==> src/rtl/setare_ceas.sv <==
// setare_ceas: button-driven time/alarm setting controller.
//   Three raw buttons go through a 2-flop synchronizer and a debounce counter each.
//   A debounced 0->1 edge is a press event, and press events drive the edit FSM.
//   Latency: a clean raw edge first sampled at edge 1 changes the outputs after edge DEBOUNCE_CYCLES+3.
//   Backpressure: none. Events are consumed in the cycle they occur. Outputs are all registered.
// Ports:
//   clock, reset_n           : single clock, asynchronous active-low reset
//   buton_mod/alarma/inc     : raw push-buttons
//   ore, minute              : running time, preloaded when a time edit starts
//   ore_setare, minute_setare: edit registers shown by the display mux
//   semnal_setare(_a)        : high while editing time (alarm)
//   incarca, incarca_a       : one-cycle commit strobes (time load / alarm register update)
//   ore_alarma, minute_alarma: stored alarm
// Optional feature: define SETARE_AUTO_REPEAT_EN to auto-repeat a held buton_inc every REPEAT_CYCLES.
module setare_ceas #(
  parameter logic [15:0] DEBOUNCE_CYCLES = 16'd50000,
  parameter logic [23:0] REPEAT_CYCLES   = 24'd5000000
) (
  input  logic       clock,
  input  logic       reset_n,
  input  logic       buton_mod,
  input  logic       buton_alarma,
  input  logic       buton_inc,
  input  logic [4:0] ore,
  input  logic [5:0] minute,
  output logic [4:0] ore_setare,
  output logic [5:0] minute_setare,
  output logic       semnal_setare,
  output logic       semnal_setare_a,
  output logic       incarca,
  output logic       incarca_a,
  output logic [4:0] ore_alarma,
  output logic [5:0] minute_alarma
);

  typedef enum logic [2:0] {IDLE, T_ORE, T_MIN, A_ORE, A_MIN} state_t;

  state_t      state;

  // Button index: 0 = mod, 1 = alarma, 2 = inc
  logic [2:0]  raw;
  logic [2:0]  sync1;
  logic [2:0]  sync2;
  logic [2:0]  lvl;
  logic [2:0]  lvl_d;
  logic [15:0] deb_cnt [3];
  logic [2:0]  press;

  logic        p_mod;
  logic        p_al;
  logic        p_inc;
  logic        inc_ev;

  assign raw = {buton_inc, buton_alarma, buton_mod};

  // The debounced level flips only after sync2 has disagreed with it for
  // DEBOUNCE_CYCLES consecutive cycles. Any agreement restarts the count.
  always_ff @(posedge clock or negedge reset_n) begin
    if (!reset_n) begin
      sync1 <= '0;
      sync2 <= '0;
      lvl   <= '0;
      lvl_d <= '0;
      for (int i = 0; i < 3; i++) deb_cnt[i] <= '0;
    end else begin
      sync1 <= raw;
      sync2 <= sync1;
      lvl_d <= lvl;
      for (int i = 0; i < 3; i++) begin
        if (sync2[i] == lvl[i]) begin
          deb_cnt[i] <= '0;
        end else if (deb_cnt[i] == DEBOUNCE_CYCLES - 16'd1) begin
          lvl[i]     <= sync2[i];
          deb_cnt[i] <= '0;
        end else begin
          deb_cnt[i] <= deb_cnt[i] + 16'd1;
        end
      end
    end
  end

  // Both lvl and lvl_d are registered, so the press events come straight from flops.
  assign press = lvl & ~lvl_d;
  assign p_mod = press[0];
  assign p_al  = press[1];
  assign p_inc = press[2];

`ifdef SETARE_AUTO_REPEAT_EN
  logic [23:0] rep_cnt;
  logic        editing;
  logic        advance;
  logic        rep_tick;

  assign editing  = (state != IDLE);
  assign advance  = (((state == T_ORE) || (state == T_MIN)) && p_mod) ||
                    (((state == A_ORE) || (state == A_MIN)) && p_al);
  // The first repeat fires REPEAT_CYCLES after the press event, and further repeats follow at the same period.
  assign rep_tick = editing && lvl[2] && !p_inc && (rep_cnt == REPEAT_CYCLES - 24'd1);

  always_ff @(posedge clock or negedge reset_n) begin
    if (!reset_n) begin
      rep_cnt <= '0;
    end else if (!editing || !lvl[2] || p_inc || advance || rep_tick) begin
      rep_cnt <= '0;
    end else begin
      rep_cnt <= rep_cnt + 24'd1;
    end
  end

  assign inc_ev = p_inc | rep_tick;
`else
  // REPEAT_CYCLES has no effect in this build.
  logic unused_repeat;
  assign unused_repeat = ^REPEAT_CYCLES;
  assign inc_ev = p_inc;
`endif

  function automatic logic [4:0] next_hour(input logic [4:0] h);
    return (h >= 5'd23) ? 5'd0 : h + 5'd1;
  endfunction

  function automatic logic [5:0] next_min(input logic [5:0] m);
    return (m >= 6'd59) ? 6'd0 : m + 6'd1;
  endfunction

  // Edit FSM. Advance/commit buttons take priority over increment in the same cycle.
  always_ff @(posedge clock or negedge reset_n) begin
    if (!reset_n) begin
      state           <= IDLE;
      ore_setare      <= '0;
      minute_setare   <= '0;
      semnal_setare   <= 1'b0;
      semnal_setare_a <= 1'b0;
      incarca         <= 1'b0;
      incarca_a       <= 1'b0;
      ore_alarma      <= '0;
      minute_alarma   <= '0;
    end else begin
      incarca   <= 1'b0;
      incarca_a <= 1'b0;
      case (state)
        IDLE: begin
          if (p_mod) begin
            state         <= T_ORE;
            semnal_setare <= 1'b1;
            // Out-of-range running values preload as 0.
            ore_setare    <= (ore > 5'd23) ? 5'd0 : ore;
            minute_setare <= (minute > 6'd59) ? 6'd0 : minute;
          end else if (p_al) begin
            state           <= A_ORE;
            semnal_setare_a <= 1'b1;
            ore_setare      <= ore_alarma;
            minute_setare   <= minute_alarma;
          end
        end
        T_ORE: begin
          if (p_mod)       state      <= T_MIN;
          else if (inc_ev) ore_setare <= next_hour(ore_setare);
        end
        T_MIN: begin
          if (p_mod) begin
            state         <= IDLE;
            semnal_setare <= 1'b0;
            incarca       <= 1'b1;
          end else if (inc_ev) begin
            minute_setare <= next_min(minute_setare);
          end
        end
        A_ORE: begin
          if (p_al)        state      <= A_MIN;
          else if (inc_ev) ore_setare <= next_hour(ore_setare);
        end
        A_MIN: begin
          if (p_al) begin
            state           <= IDLE;
            semnal_setare_a <= 1'b0;
            incarca_a       <= 1'b1;
            ore_alarma      <= ore_setare;
            minute_alarma   <= minute_setare;
          end else if (inc_ev) begin
            minute_setare <= next_min(minute_setare);
          end
        end
        default: begin
          state           <= IDLE;
          semnal_setare   <= 1'b0;
          semnal_setare_a <= 1'b0;
        end
      endcase
    end
  end

endmodule

==> config.mk <==
export PLATFORM = sky130hd
export DESIGN_NAME = setare_ceas
export DESIGN_NICKNAME = d
export VERILOG_FILES = /design/src/rtl/setare_ceas.sv
export SDC_FILE = /design/constraint.sdc
export NUM_CORES = 1
export LEC_CHECK = 0
export CORE_ASPECT_RATIO = 0.6
export CORE_MARGIN = 8
export CORE_UTILIZATION = 40
export DETAILED_ROUTE_END_ITERATION = 6
export SKIP_CTS_REPAIR_TIMING = 1
export SYNTH_ARGS = -nofsm -noshare
export SYNTH_HDL_FRONTEND = slang
export SYNTH_SLANG_ARGS = --single-unit
==> constraint.sdc <==
create_clock -name clock -period 1.86 [get_ports clock]
set_input_delay 0.372 -clock clock [delete_from_list [all_inputs] [get_ports clock]]
set_output_delay 0.372 -clock clock [all_outputs]
set_load 0.005 [all_outputs]
== Word-level counts from Yosys, hierarchy flattened ==
Cells that the tools add are included.

* Flip-flop bits (word level): 89
* Bits in latches: 0
* Memory bits (writable): 0
* ROM bits: 0
* Input port bits: 16
* Output and inout port bits: 26
* Word-level logic and storage cells: 110
* Memories kept: 0

* Add/sub/neg operators: 5
* Multipliers: 0
* Div/mod/pow operators: 0
* $lt $le $gt $ge: 4
* Eq/ne operators: 22
* Shifts and indexed selects: 0
* Multiplexer cells: 40
* Bitwise gates (word level): 7
* Reduce and logical (&&, ||, !) cells: 14

{| class="wikitable"
|+ Operators by type and width
! cell !! count
|-
| $mux 16 || 6
|-
| $add 16x1->16 const B || 3
|-
| $eq 16x16->1 const B || 3
|-
| $mux 6 || 7
|-
| $mux 5 || 7
|-
| $ne 2x2->1 const B || 11
|-
| $mux 3 || 6
|-
| $pmux 6 s3 || 1
|-
| $pmux 3 s5 || 1
|-
| $pmux 5 s3 || 1
|-
| $reduce_and 4->1 || 3
|-
| $mux 1 || 9
|-
| $reduce_and 2->1 || 4
|-
| $add 6x1->6 const B || 1
|-
| $eq 3x2->1 const B || 2
|-
| $ge 6x6->1 const B || 1
|-
| $gt 6x6->1 const B || 1
|-
| $pmux 1 s3 || 2
|-
| $reduce_bool 3->1 || 2
|-
| $reduce_or 3->1 || 2
|-
| $add 5x1->5 const B || 1
|-
| $ge 5x5->1 const B || 1
|-
| $gt 5x5->1 const B || 1
|-
| $not 1->1 || 5
|-
| other kinds (9) || 11
|}

== Depth between registers and ports, before layout ==
* Depth after elaboration: 5
* Depth in mapped cells: 7

== Least setup slack after synthesis ==
Ideal clock, no wire load.

* Path kind: register -> register
* From: register lvl[1]
* To: register minute_setare[0]
* Arrival time: 1.469 ns
* Required time: 1.735 ns
* Slack: 0.266 ns
* Stages on the path, launching flop included: 5
* Path buffers: 0
* Period minus slack after synthesis: 1.594 ns
* Path through: dfrtp_1 -> and2b_1 -> o21ai_2 -> a21boi_4 -> mux2_2

* Longest elaborated chain between the ends: 3

{| class="wikitable"
|+ RTL lines
! element !! line !! RTL
|-
| from (decl) || 44 || <nowiki>logic [2:0] lvl;</nowiki>
|-
| from (signal, indexed assignment) || 73 || <nowiki>lvl[i] <= sync2[i];</nowiki>
|-
| $and 3x3->3 (*) || 83 || <nowiki>assign press = lvl & ~lvl_d;</nowiki>
|-
| $ne 3x3->1 (no line) / $ne 2x2->1 (equally long branches) || n/a ||
|-
| $reduce_and 4->1 (no line) (*) || n/a ||
|-
| to (signal assigned) || 148 || <nowiki>minute_setare <= (minute > 6'd59) ? 6'd0 : minute;</nowiki>
|-
| to (signal assigned) || 153 || <nowiki>minute_setare <= minute_alarma;</nowiki>
|-
| to (signal assigned) || 166 || <nowiki>minute_setare <= next_min(minute_setare);</nowiki>
|-
| to (decl) || 27 || <nowiki>output logic [5:0] minute_setare,</nowiki>
|}

Every way passes the cells marked *; elsewhere a longest branch is shown, timed or not.
A chain may end at the register's enable or synchronous reset.

== Worst setup path after layout ==
* From: register ore_setare[2]
* To: output port ore_setare[2]

{| class="wikitable"
|+ RTL lines
! element !! line !! RTL
|-
| from (decl) || 26 || <nowiki>output logic [4:0] ore_setare,</nowiki>
|-
| from (signal assigned) || 147 || <nowiki>ore_setare <= (ore > 5'd23) ? 5'd0 : ore;</nowiki>
|-
| from (signal assigned) || 152 || <nowiki>ore_setare <= ore_alarma;</nowiki>
|-
| from (signal assigned) || 158 || <nowiki>else if (inc_ev) ore_setare <= next_hour(ore_setare);</nowiki>
|}

No word-level cell between the ends.

==> flow_summary.json <==
{
  "power_leakage_nw": 2.29,
  "clk-insertion-delay-late_ns": 0.33,
  "yosysUniqueCellTypes": 47,
  "pwr-share-seq_pct": 51.5,
  "period_share_pct": 92.6,
  "hold_path_depth": 0,
  "power_frac_comb_pct": 3.6,
  "timing.rr.end": "minute_setare[1]$_DFFE_PN0P_",
  "drt-initial-drc-count": 164,
  "start_util_pct": 40.6,
  "worstMarginPinSlew_ns": 0.452,
  "critPathTopFamily": "buffers and inverters",
  "die-width_um": 149,
  "route.detailed.drc": 0,
  "fp.dieArea_um2": 14300,
  "power_w": 0.00384,
  "core-area_um2": 10500,
  "layout_min_cycle_time_ns": 1.72,
  "hp-class": "reg -> reg",
  "fin_skew_ns": 0.00460,
  "ys_warn_count": 0,
  "fin_nets": 502,
  "synth_edf_count": 0,
  "ys_ff_latch": 89,
  "start_kind": "flop",
  "grt_pass1_wl_mm": 15.5,
  "root_buffer": "clkbuf_16",
  "synthArstFlopShare_pct": 100,
  "cts_max_path_buffers": 2,
  "clock_sinks": 89,
  "drive_gt1_share_pct": 10.3,
  "num_io_pins": 42,
  "slowest_delay_ns": 0.55,
  "end_kind": "primary output",
  "final.setup.tns_ns": 0,
  "path_max_fanout": 8,
  "antenna_found_initial": 0,
  "ir_worst_vdd_v": 0.000479,
  "grt_usage_pct": 13.4,
  "crit_arrival_ns": 1.35,
  "hpwlAfterDp_mm": 6.37,
  "cp_num_buf_inv": 1,
  "vias_per_cell": 5.04,
  "n_antenna_cell": 0,
  "cap_violations": 0,
  "p_sw_w": 0.000804,
  "synth_ff_type": "dfrtp_1",
  "seq_area_frac_synth_pct": 52.5,
  "routedWlPerCell_um": 14.0,
  "syn_inst": 419,
  "cts_tree": "yes",
  "rsz0062_at_grt": "no",
  "layout_common_cells": "89 x dfrtp_1, 68 x nor2_1, 40 x clkdlybuf4s50_1",
  "r2r_slack_ns": 0.16,
  "design_area_um2": 5220,
  "vias": 3149,
  "synth_top_area_share_pct": 52.5,
  "max_slew_margin_pct": 69.4,
  "rows": 29,
  "worstPathCellList": "clkdlybuf4s50_1",
  "final_antenna_net_count": 0,
  "finalSetupViolCount": 0,
  "worstHoldStart": "sync1[2]$_DFF_PN0_",
  "gp_congestion": 0.814,
  "die_h_um": 95.8,
  "slew_viol_final": 0,
  "final_common_cell": "dfrtp_1",
  "drt_pre_antenna_iters": 4,
  "synth_top_area_cell": "dfrtp_1",
  "postSynthAreaPerCell_um2": 10.1,
  "clkPwrFrac_pct": 45.0,
  "crit_cells": 1,
  "synthesis.area_um2": 4240,
  "crit_type": "reg -> out",
  "r2r-start": "minute_setare[0]$_DFFE_PN0P_",
  "crit_slowest_cell": "clkdlybuf4s50_1",
  "syn_to_final_growth_pct": 23.1,
  "swShare_pct": 20.9,
  "status": "finished clean",
  "clk_pin_slew_ns": 0.06,
  "cellPowerDensity_nw_per_um2": 735,
  "wl_mm": 8.74,
  "grt_max_degree": 44,
  "gr-total-overflow": 0,
  "cp.required_ns": 1.49,
  "hold_end": "sync2[2]$_DFF_PN0_",
  "hold_slack_ns": 0.364,
  "fmax_mhz": 580,
  "cts-buffers-inserted": 9,
  "hold_viol": 0,
  "synth_nets": 440,
  "p_int_w": 0.00304,
  "dpl_cell_area_um2": 4910,
  "grt_pass1_vias": 3209,
  "synth_top_cells_by_area": "dfrtp_1 52%, xnor2_1 6.6%, nor2_1 6.0%",
  "io_buffers": 41,
  "cts_htree_levels": 3,
  "reg2regPathDepth": 6
}
## state kept, by name, indices dropped and copies added (netlist names)
signal           count
ore_setare           5
state                3
lvl_d                3
incarca_a            1
minute_alarma        6
semnal_setare_a      1
ore_alarma           5
sync2                3
semnal_setare        1
incarca              1
deb_cnt             48
sync1                3
minute_setare        6
lvl                  3
## synthesized netlist by cell type (all sizes together), types with 2 or more instances
cell type  count
a21oi          9
a22o           3
a22oi          5
and2b          3
and3          18
buf            9
dfrtp         89
ha             5
inv           17
mux2          13
nand2         26
nand2b         6
nand3         25
nand4          6
nor2          68
nor3          21
nor3b          2
nor4b          3
o21a           3
o21ai         19
o221ai         2
o22ai          4
o31ai          2
o32ai          2
or3            2
xnor2         32
xor2          14
## kinds of logic after synthesis
kind of cell / after synthesis / share of synthesized area [%]
simple gates: 181 / 20.3
flops: 89 / 52.5
compound gates: 58 / 9.73
xor+xnor: 46 / 9.50
buf+inv: 26 / 2.77
mux: 14 / 3.69
fa+ha+maj: 5 / 1.47
## area by class of cell
cell class | count | area [um2]
Clock buffer | 13 | 270
Clock inverter | 3 | 23.8
Fill cell | 955 | 5230
Inverter | 17 | 63.8
Multi-Input combinational cell | 304 | 1900
Sequential cell | 89 | 2230
Tap cell | 139 | 174
Timing Repair Buffer | 60 | 566
## through the flow
stage	worst slack (ns)	std cells	utilization [%]
floorplan	0.266	419	-
global placement	0.0636	607	47.0
detailed placement	0.00778	607	47.0
CTS	0.0843	623	49.8
global route	0.00540	625	50.0
finish	0.137	625	50.0
## power by group through the flow
stage | clock, W | combinational [W] | sequential, W
detailed placement | 0 | 0.000139 | 0.00201
global placement | 0 | 0.000138 | 0.00201
CTS | 0.00180 | 0.000141 | 0.00198
floorplan | 0 | 0.0000378 | 0.00201
finish | 0.00173 | 0.000137 | 0.00198
global route | 0.00188 | 0.000157 | 0.00198
## worst max-delay path by stage
stage,from,end,slack [ns]
3_3_place_gp,minute[2],minute_setare[0]$_DFFE_PN0P_,0.06
2_1_floorplan,lvl[1]$_DFFE_PN0P_,minute_setare[0]$_DFFE_PN0P_,0.27
6_report,ore_setare[2]$_DFFE_PN0P_,ore_setare[2],0.14
5_1_grt,deb_cnt[16]$_DFF_PN0_,deb_cnt[28]$_DFF_PN0_,0.005
4_1_cts,state[0]$_DFFE_PN0P_,ore_setare[1]$_DFFE_PN0P_,0.08
3_5_place_dp,minute[5],minute_setare[1]$_DFFE_PN0P_,0.008
## layer usage
| metal | up-vias | routed length, um | track usage (%) |
|---|---|---|---|
| met4 | 0 | 83 | 4.26 |
| li1 | 1572 | - | - |
| met2 | 34 | 3760 | 20.1 |
| met5 | - | 0 | 0 |
| met1 | 1535 | 4530 | 18.1 |
| met3 | 8 | 364 | 4.41 |
No activity file was read; power rests on OpenSTA's default activity.
